--- src/rtl/piso_serializer_tx_if.sv ---
// Load and serial-link signals of the PISO transmitter.
// The master side is the transmitter itself; the slave side is its environment.
interface piso_serializer_tx_if #(
  parameter int WIDTH = 8
);
  logic [WIDTH-1:0] load_data;
  logic             load_valid;
  logic             load_ready;
  logic             ser_out;
  logic             ser_valid;
  logic             ser_ready;
  logic             ser_last;
  logic             busy;
  logic             done;

  modport master (
    input  load_data, load_valid, ser_ready,
    output load_ready, ser_out, ser_valid, ser_last, busy, done
  );

  modport slave (
    output load_data, load_valid, ser_ready,
    input  load_ready, ser_out, ser_valid, ser_last, busy, done
  );
endinterface

--- src/rtl/piso_serializer_tx.sv ---
// Parallel-in/serial-out transmitter: takes one word on the load handshake and
// sends it a bit per accepted serial beat, pulsing done after the final bit.
module piso_serializer_tx #(
  parameter int WIDTH     = 8,
  parameter bit LSB_FIRST = 1'b1
) (
  input logic                   clk,
  input logic                   reset,
  piso_serializer_tx_if.master  bus
);
  localparam int CW = $clog2(WIDTH + 1);
  localparam logic [CW-1:0] LAST_IDX = CW'(WIDTH - 1);

  typedef enum logic {IDLE, SHIFT} state_t;

  state_t           state;
  logic [WIDTH-1:0] shift_reg;
  logic [CW-1:0]    count;
  logic             done_q;

  // Every output is decoded from registered state, so load_valid and
  // ser_ready never reach an output combinationally.
  assign bus.load_ready = (state == IDLE);
  assign bus.busy       = (state == SHIFT);
  assign bus.ser_valid  = (state == SHIFT);
  assign bus.ser_last   = (state == SHIFT) && (count == LAST_IDX);
  assign bus.ser_out    = (state == SHIFT) &&
                          (LSB_FIRST ? shift_reg[0] : shift_reg[WIDTH-1]);
  assign bus.done       = done_q;

  always_ff @(posedge clk) begin
    if (reset) begin
      state     <= IDLE;
      shift_reg <= '0;
      count     <= '0;
      done_q    <= 1'b0;
    end else begin
      done_q <= 1'b0;
      case (state)
        IDLE: begin
          if (bus.load_valid) begin
            shift_reg <= bus.load_data;
            count     <= '0;
            state     <= SHIFT;
          end
        end
        SHIFT: begin
          if (bus.ser_ready) begin
            if (count == LAST_IDX) begin
              shift_reg <= '0;
              count     <= '0;
              done_q    <= 1'b1;
              state     <= IDLE;
            end else begin
              // Move the next bit toward the output end, zero-filling behind it.
              shift_reg <= LSB_FIRST ? (shift_reg >> 1) : (shift_reg << 1);
              count     <= count + 1'b1;
            end
          end
        end
        default: state <= IDLE;
      endcase
    end
  end
endmodule

--- src/flat_wrapper.sv ---
// flat-port wrapper written by rule: the top's interface ports become plain ports
module piso_serializer_tx_flat 
#(
  parameter int WIDTH     = 8,
  parameter bit LSB_FIRST = 1'b1
)
  (clk, reset, bus_load_data, bus_load_valid, bus_ser_ready, bus_load_ready, bus_ser_out, bus_ser_valid, bus_ser_last, bus_busy, bus_done);
  piso_serializer_tx_if #(.WIDTH(WIDTH)) bus_i ();
  input logic clk;
  input logic reset;
  input wire logic [$bits(bus_i.load_data)-1:0] bus_load_data;
  input wire logic [$bits(bus_i.load_valid)-1:0] bus_load_valid;
  input wire logic [$bits(bus_i.ser_ready)-1:0] bus_ser_ready;
  output wire logic [$bits(bus_i.load_ready)-1:0] bus_load_ready;
  output wire logic [$bits(bus_i.ser_out)-1:0] bus_ser_out;
  output wire logic [$bits(bus_i.ser_valid)-1:0] bus_ser_valid;
  output wire logic [$bits(bus_i.ser_last)-1:0] bus_ser_last;
  output wire logic [$bits(bus_i.busy)-1:0] bus_busy;
  output wire logic [$bits(bus_i.done)-1:0] bus_done;
  assign bus_i.load_data = bus_load_data;
  assign bus_i.load_valid = bus_load_valid;
  assign bus_i.ser_ready = bus_ser_ready;
  assign bus_load_ready = bus_i.load_ready;
  assign bus_ser_out = bus_i.ser_out;
  assign bus_ser_valid = bus_i.ser_valid;
  assign bus_ser_last = bus_i.ser_last;
  assign bus_busy = bus_i.busy;
  assign bus_done = bus_i.done;
  piso_serializer_tx #(.WIDTH(WIDTH), .LSB_FIRST(LSB_FIRST)) u_core (.clk(clk), .reset(reset), .bus(bus_i));
endmodule
--- config.mk ---
export PLATFORM = sky130hd
export DESIGN_NAME = piso_serializer_tx_flat
export DESIGN_NICKNAME = d
export VERILOG_FILES = /design/src/rtl/piso_serializer_tx_if.sv /design/src/rtl/piso_serializer_tx.sv /design/src/flat_wrapper.sv
export SDC_FILE = /design/constraint.sdc
export NUM_CORES = 1
export LEC_CHECK = 0
export BUFFER_PORTS_ARGS = -buffer_cell sky130_fd_sc_hd__buf_4
export CAP_MARGIN = 20
export CORE_AREA = 2 2 39 41
export CTS_CLUSTER_SIZE = 28
export DETAILED_ROUTE_END_ITERATION = 12
export DIE_AREA = 0 0 41 43
export PLACE_DENSITY = 0.76
export SLEW_MARGIN = 15
export SYNTH_ARGS = -nofsm -noshare
export SYNTH_HDL_FRONTEND = slang
export SYNTH_SLANG_ARGS = --single-unit
--- constraint.sdc ---
create_clock -name clk -period 2 [get_ports clk]
set_input_delay 0.4 -clock clk [delete_from_list [all_inputs] [get_ports clk]]
set_output_delay 0.4 -clock clk [all_outputs]
set_load 0.005 [all_outputs]
==> results of run 1 <==
worst max-delay path: stages (launching register included):
cell	delay, ns
dfxtp_1	0.39
ha_1	0.21
nand3b_1	0.23
nor2_1	0.16
buf_4	0.12
kinds of logic (layout without fill, tap and decap cells):
logic type / after synthesis / after routing / synth area share, %
simple gates: 25 / 25 / 18.48
compound gates: 21 / 21 / 24.19
flops: 14 / 14 / 42.67
buf+inv: 8 / 24 / 8.951
mux: 2 / 2 / 3.809
fa+ha+maj: 1 / 1 / 1.904
metal layers:
| layer | up-vias | part of all wire, % |
|---|---|---|
| met2 | 23 | 46 |
| met5 | - | 0 |
| met3 | 5 | 7.3 |
| met1 | 269 | 44 |
| met4 | 0 | 3.0 |
| li1 | 302 | - |
cells in the mapped netlist (all sizes together):
cell / n / area share [%]
nand3: 1 / 0.76
nand4: 1 / 0.95
nand3b: 1 / 1.1
a32oi: 9 / 12
nand2: 4 / 2.7
a211oi: 7 / 8.0
and2: 1 / 0.95
dfxtp: 14 / 43
inv: 1 / 0.57
nor3: 3 / 2.3
mux2: 1 / 2.3
or3b: 1 / 1.3
o21ai: 1 / 0.76
mux2i: 1 / 1.5
nor2: 12 / 6.9
buf: 7 / 8.4
a21oi: 2 / 1.5
ha: 1 / 1.9
or4b: 1 / 1.5
a31oi: 2 / 1.9
power by group through the flow:
stage          clock network [mW]  registers, mW  logic (mW)
2_1_floorplan                   0          0.309      0.0611
4_1_cts                     0.218          0.305      0.0891
3_3_place_gp                    0          0.310      0.0870
6_report                    0.216          0.305      0.0876
5_1_grt                     0.224          0.307       0.100
3_5_place_dp                    0          0.311      0.0889
through the flow:
step                      area (sq um)  setup slack (ns)  total power [mW]
final                            800.8            0.1873            0.6084
after global routing             800.8           0.09367            0.6311
after CTS                        800.8            0.1804            0.6122
after detailed placement         764.5            0.5298            0.4002
after global placement           764.5            0.5817            0.3974
after floorplan                  656.9            0.7117            0.3704
worst max path at each step:
stage	endpoint	cells past startpoint	startpoint
floorplan	bus_ser_last	4	u_core.count[0]
CTS	bus_ser_last	4	u_core.count[0]
detailed placement	bus_ser_last	4	u_core.count[0]
global placement	bus_ser_last	4	u_core.count[0]
finish	bus_ser_last	4	u_core.count[0]
global route	bus_ser_last	4	u_core.count[0]
final cells by class:
class | instances | area, sq um | share of cell area (%)
Multi-Input combinational cell | 49 | 317.8 | 39.69
Tap cell | 16 | 20.02 | 2.500
Sequential cell | 14 | 280.3 | 35.00
Clock buffer | 4 | 36.28 | 4.531
Inverter | 1 | 3.754 | 0.4688
Timing Repair Buffer | 19 | 142.6 | 17.81
==> reports/metrics.yaml, run 1 <==
status: "finished clean"
drc_errors: 0
cp-start-kind: "flip-flop"
yosys_register_bits: 14
clock_path_buffers: 2
avgSynthCellArea_sq_um: 9.252
slew_violations: 0
min_path_cells: 3
ys_types: 23
timing.final.crit_share_pct: 90.64
numCtsBuffers: 3
slew_headroom_pct: 78.39
cts.clk_slew.worst_paths_ns: 0.09
finalCriticalPeriod_ns: 1.813
yosysSeqAreaShare_pct: 42.67
postRouteWirelength_microns: 1358
first_iter_violations: 8
num_vias: 599
final_core_util_pct: 57.87
worst_hold_slack_ns: 0.3742
met2_usage_pct: 28.44
min_to: "u_core.shift_reg[7]"
powerDensity_mw_per_mm2: 759.8
p_leak_nw: 0.3212
n_fill_cell: 128
viasPerCell: 5.816
wl_per_cell_microns: 13.18
power_frac_seq_pct: 50.1
cap_violations: 0
die_w_microns: 41
ys_warn_count: 0
grt-busiest-layer: "met2"
worst_slew_pin_slew_ns: 0.3152
max_freq_mhz: 551.7
clock-sinks: 14
grt_max_degree: 20
start_util_pct: 47.47
setup_viol: 0
antenna_cells: 0
syn-num-nets: 84
layout_common_cells: "19 x buf_4, 14 x dfxtp_1, 12 x nor2_1, 9 x a32oi_1, 7 x a211oi_1"
grt_pass1_vias: 550
io_buffers: 17
die_area_sq_mm: 0.001763
power.switching_mw: 0.1579
syn_inst: 71
post-dp-hpwl_microns: 962.2
r2r.worst_path.cells: 4
fin_skew_ns: 0.004223
hold_viol: 0
postCtsSetupBuffers: 0
antenna_found_initial: 0
pwr-share-comb_pct: 14.4
drive_gt1_share_pct: 28.74
io_pins: 18
grt_pass1_wl_microns: 2290
largest_reg_flops: 8
rsz0062_at_grt: "false"
hp-start: "bus_load_data[7]"
min_path_type: "in -> reg"
grt_use_total_pct: 19.27
hold_buffers: 0
required_ns: 1.60
final_common_cell: "buf_4"
h-tree-depth: 1
switching_share_pct: 25.95
fp.coreArea_sq_mm: 0.001384
gp_congestion: 0.7255
place_inst: 99
fin_nets: 101
layout.cells.non_filler: 103
p_int_mw: 0.4505
finalSetupTns_ns: 0
p_clk_share_pct: 35.5
overflow: 0
cp-end-kind: "output pin"
rows: 14
dieHeight_microns: 43
reg2reg_from: "u_core.count[0]"
clk_latency_ns: 0.29
use_met3_pct: 4.712
rrSetupSlack_ns: 0.52
dr.pass1.iters: 4
ant_nets: 0
worstPathMaxFanout: 8
ctsResizeCount: 0
path_class: "reg -> out"
met1_usage_pct: 23.86
max-vdd-ir-drop_mv: 0.4369
reg2reg_to: "u_core.count[3]"
syn2layout_area_growth_pct: 21.90
syn_area_sq_um: 656.9
cts-root-buf: "clkbuf_4"
cp.arrival_ns: 1.41
cts_tree: "yes"
No activity file was read; power rests on OpenSTA's default activity.
==> run 2: changes to the inputs <==
Clock period 2 ns to 2.1 ns, I/O delays scaled along.
==> run 2 against run 1 <==
Cell count fell by 0.97%. Sequential share of layout area is 0.33 points higher. Setup slack got worse by 0.057 ns. Critical path type unchanged. Via count fell by 2.0%. Combinational power is 7.1% lower. Non-clock buffer count decreased by 1. Total power is 5.4% lower. Die area did not move. Sequential power decreased by 4%. Clock skew shrank 0.0016 ns.
==> reports/metrics.yaml, run 2 (synthesis results as in run 1) <==
fin_nets: 100  # -0.99%
drc_errors: 0  # unchanged
pwr-share-comb_pct: 14.1  # -0.3 points
switching_share_pct: 25.46  # -0.49 points
viasPerCell: 5.755  # -1.0%
drive_gt1_share_pct: 27.91  # -0.83 points
grt_pass1_wl_microns: 2228  # -2.7%
finalSetupTns_ns: 0  # unchanged
power.switching_mw: 0.1466  # -7.2%
clock-sinks: 14  # unchanged
postRouteWirelength_microns: 1340  # -1.3%
crit_chain: "ha_1, nand3b_1, nor2_1, buf_4"
path_class: "reg -> out"
numCtsBuffers: 3  # unchanged
gp_congestion: 0.7442  # +2.6%
required_ns: 1.68  # +0.08 ns
cp-end-kind: "output pin"
hold_viol: 0  # unchanged
grt_use_total_pct: 19.57  # +0.30 points
total_power_mw: 0.5756  # -5.4%
overflow: 0  # unchanged
post-dp-hpwl_microns: 901.1  # -6.4%
cp-start-kind: "flip-flop"
hold_buffers: 0  # unchanged
cts_tree: "yes"
fin_skew_ns: 0.002655  # -0.001568 ns
clk_latency_ns: 0.29  # about the same
worstPathMaxFanout: 12  # +4
syn2layout_area_growth_pct: 20.76
dieHeight_microns: 43  # unchanged
cp.arrival_ns: 1.55  # +0.14 ns
antenna_found_initial: 0  # unchanged
layout_common_cells: "18 x buf_4, 14 x dfxtp_1, 12 x nor2_1, 9 x a32oi_1, 7 x a211oi_1"
critPathMaxStageDelay_ns: 0.39  # about the same
power_frac_seq_pct: 50.8  # +0.7 points
min_path_type: "in -> reg"
postCtsSetupBuffers: 0  # unchanged
p_clk_share_pct: 35.0  # -0.5 points
start_util_pct: 47.47  # unchanged
status: "finished clean"
max_freq_mhz: 507.7
h-tree-depth: 1  # unchanged
cts.clk_slew.worst_paths_ns: 0.09  # about the same
first_iter_violations: 19  # +11
antenna_cells: 0  # unchanged
final_core_util_pct: 57.32  # -0.54 points
slew_violations: 0  # unchanged
p_int_mw: 0.4291  # -4.8%
clock_path_buffers: 2  # unchanged
timing.final.crit_share_pct: 93.80
ant_nets: 0  # unchanged
slew_headroom_pct: 71.74  # -6.6 points
max-vdd-ir-drop_mv: 0.3726  # -15%
finalCriticalPeriod_ns: 1.970
powerDensity_mw_per_mm2: 725.7  # -4.5%
worst_hold_slack_ns: 0.3889  # +0.01472 ns
setup_viol: 0  # unchanged
grt_max_degree: 15  # -25%
largest_reg_flops: 8  # unchanged
final_common_cell: "buf_4"
die_area_sq_mm: 0.001763  # unchanged
worst_slew_pin_slew_ns: 0.4226  # +0.1074 ns
wl_per_cell_microns: 13.14  # -0.36%
p_leak_nw: 0.3171  # -1.3%
die_w_microns: 41  # unchanged
ctsResizeCount: 0  # unchanged
fp.coreArea_sq_mm: 0.001384  # unchanged
rsz0062_at_grt: "false"
rows: 14  # unchanged
io_buffers: 17  # unchanged
io_pins: 18  # unchanged
cts-root-buf: "clkbuf_4"
cp_slowest_cell: "dfxtp_1"
num_vias: 587  # -2.0%
grt_pass1_vias: 504  # -8.4%
cap_violations: 0  # unchanged
dr.pass1.iters: 4  # unchanged
-- run 2: cell count changes in the layout (fill, tap and decap cells not counted) --
cell	before	now
buf_4	19	18
-- run 2: final timing paths --
check,to,start,slack (ns),depth (start not counted)
worst min-delay path,u_core.shift_reg[7],bus_load_data[7],0.39,3
worst max register to register,u_core.count[3],u_core.count[0],0.49,4
worst max-delay path,bus_ser_last,u_core.count[1],0.13,4
worst min register to register,u_core.shift_reg[7],u_core.shift_reg[7],0.50,2
-- run 2: stage by stage --
| step | std cells | worst slack (ns) | area [sq um] |
|---|---|---|---|
| after floorplan | 71 | 0.7917 | 656.9 |
| after global placement | 98 | 0.5158 | 757.0 |
| after detailed placement | 98 | 0.4839 | 757.0 |
| after CTS | 102 | 0.1466 | 793.3 |
| after global routing | 102 | 0.01871 | 793.3 |
| final | 102 | 0.1302 | 793.3 |
-- run 2: layer usage --
metal / routed length (microns) / vias to the layer above / track usage [%]
li1: - / 304 / -
met1: 602 / 258 / 27.24
met2: 612 / 21 / 23.44
met3: 71 / 4 / 4.712
met4: 54 / 0 / 18.00
met5: 0 / - / 0
-- run 2: area by class of cell --
| cell class | count | area (sq um) |
|---|---|---|
| clock buffer | 4 | 36.28 |
| inverter | 1 | 3.754 |
| sequential | 14 | 280.3 |
| multi-input combinational | 49 | 317.8 |
| tap | 16 | 20.02 |
| fill | 121 | 590.6 |
| timing repair buffer | 18 | 135.1 |
-- run 2: worst max-delay path, delay by kind of cell (launching register included) --
kind	cells	cell delay, ns
simple gates	2	0.51
flops	1	0.39
buf+inv	1	0.13
fa+ha+maj	1	0.22
-- run 2: power groups by stage --
stage	registers (mW)	clock network [mW]	logic, mW
finish	0.293	0.202	0.0814
CTS	0.292	0.203	0.0820
floorplan	0.295	0	0.0582
global placement	0.298	0	0.0803
global route	0.295	0.213	0.0916
detailed placement	0.299	0	0.0818
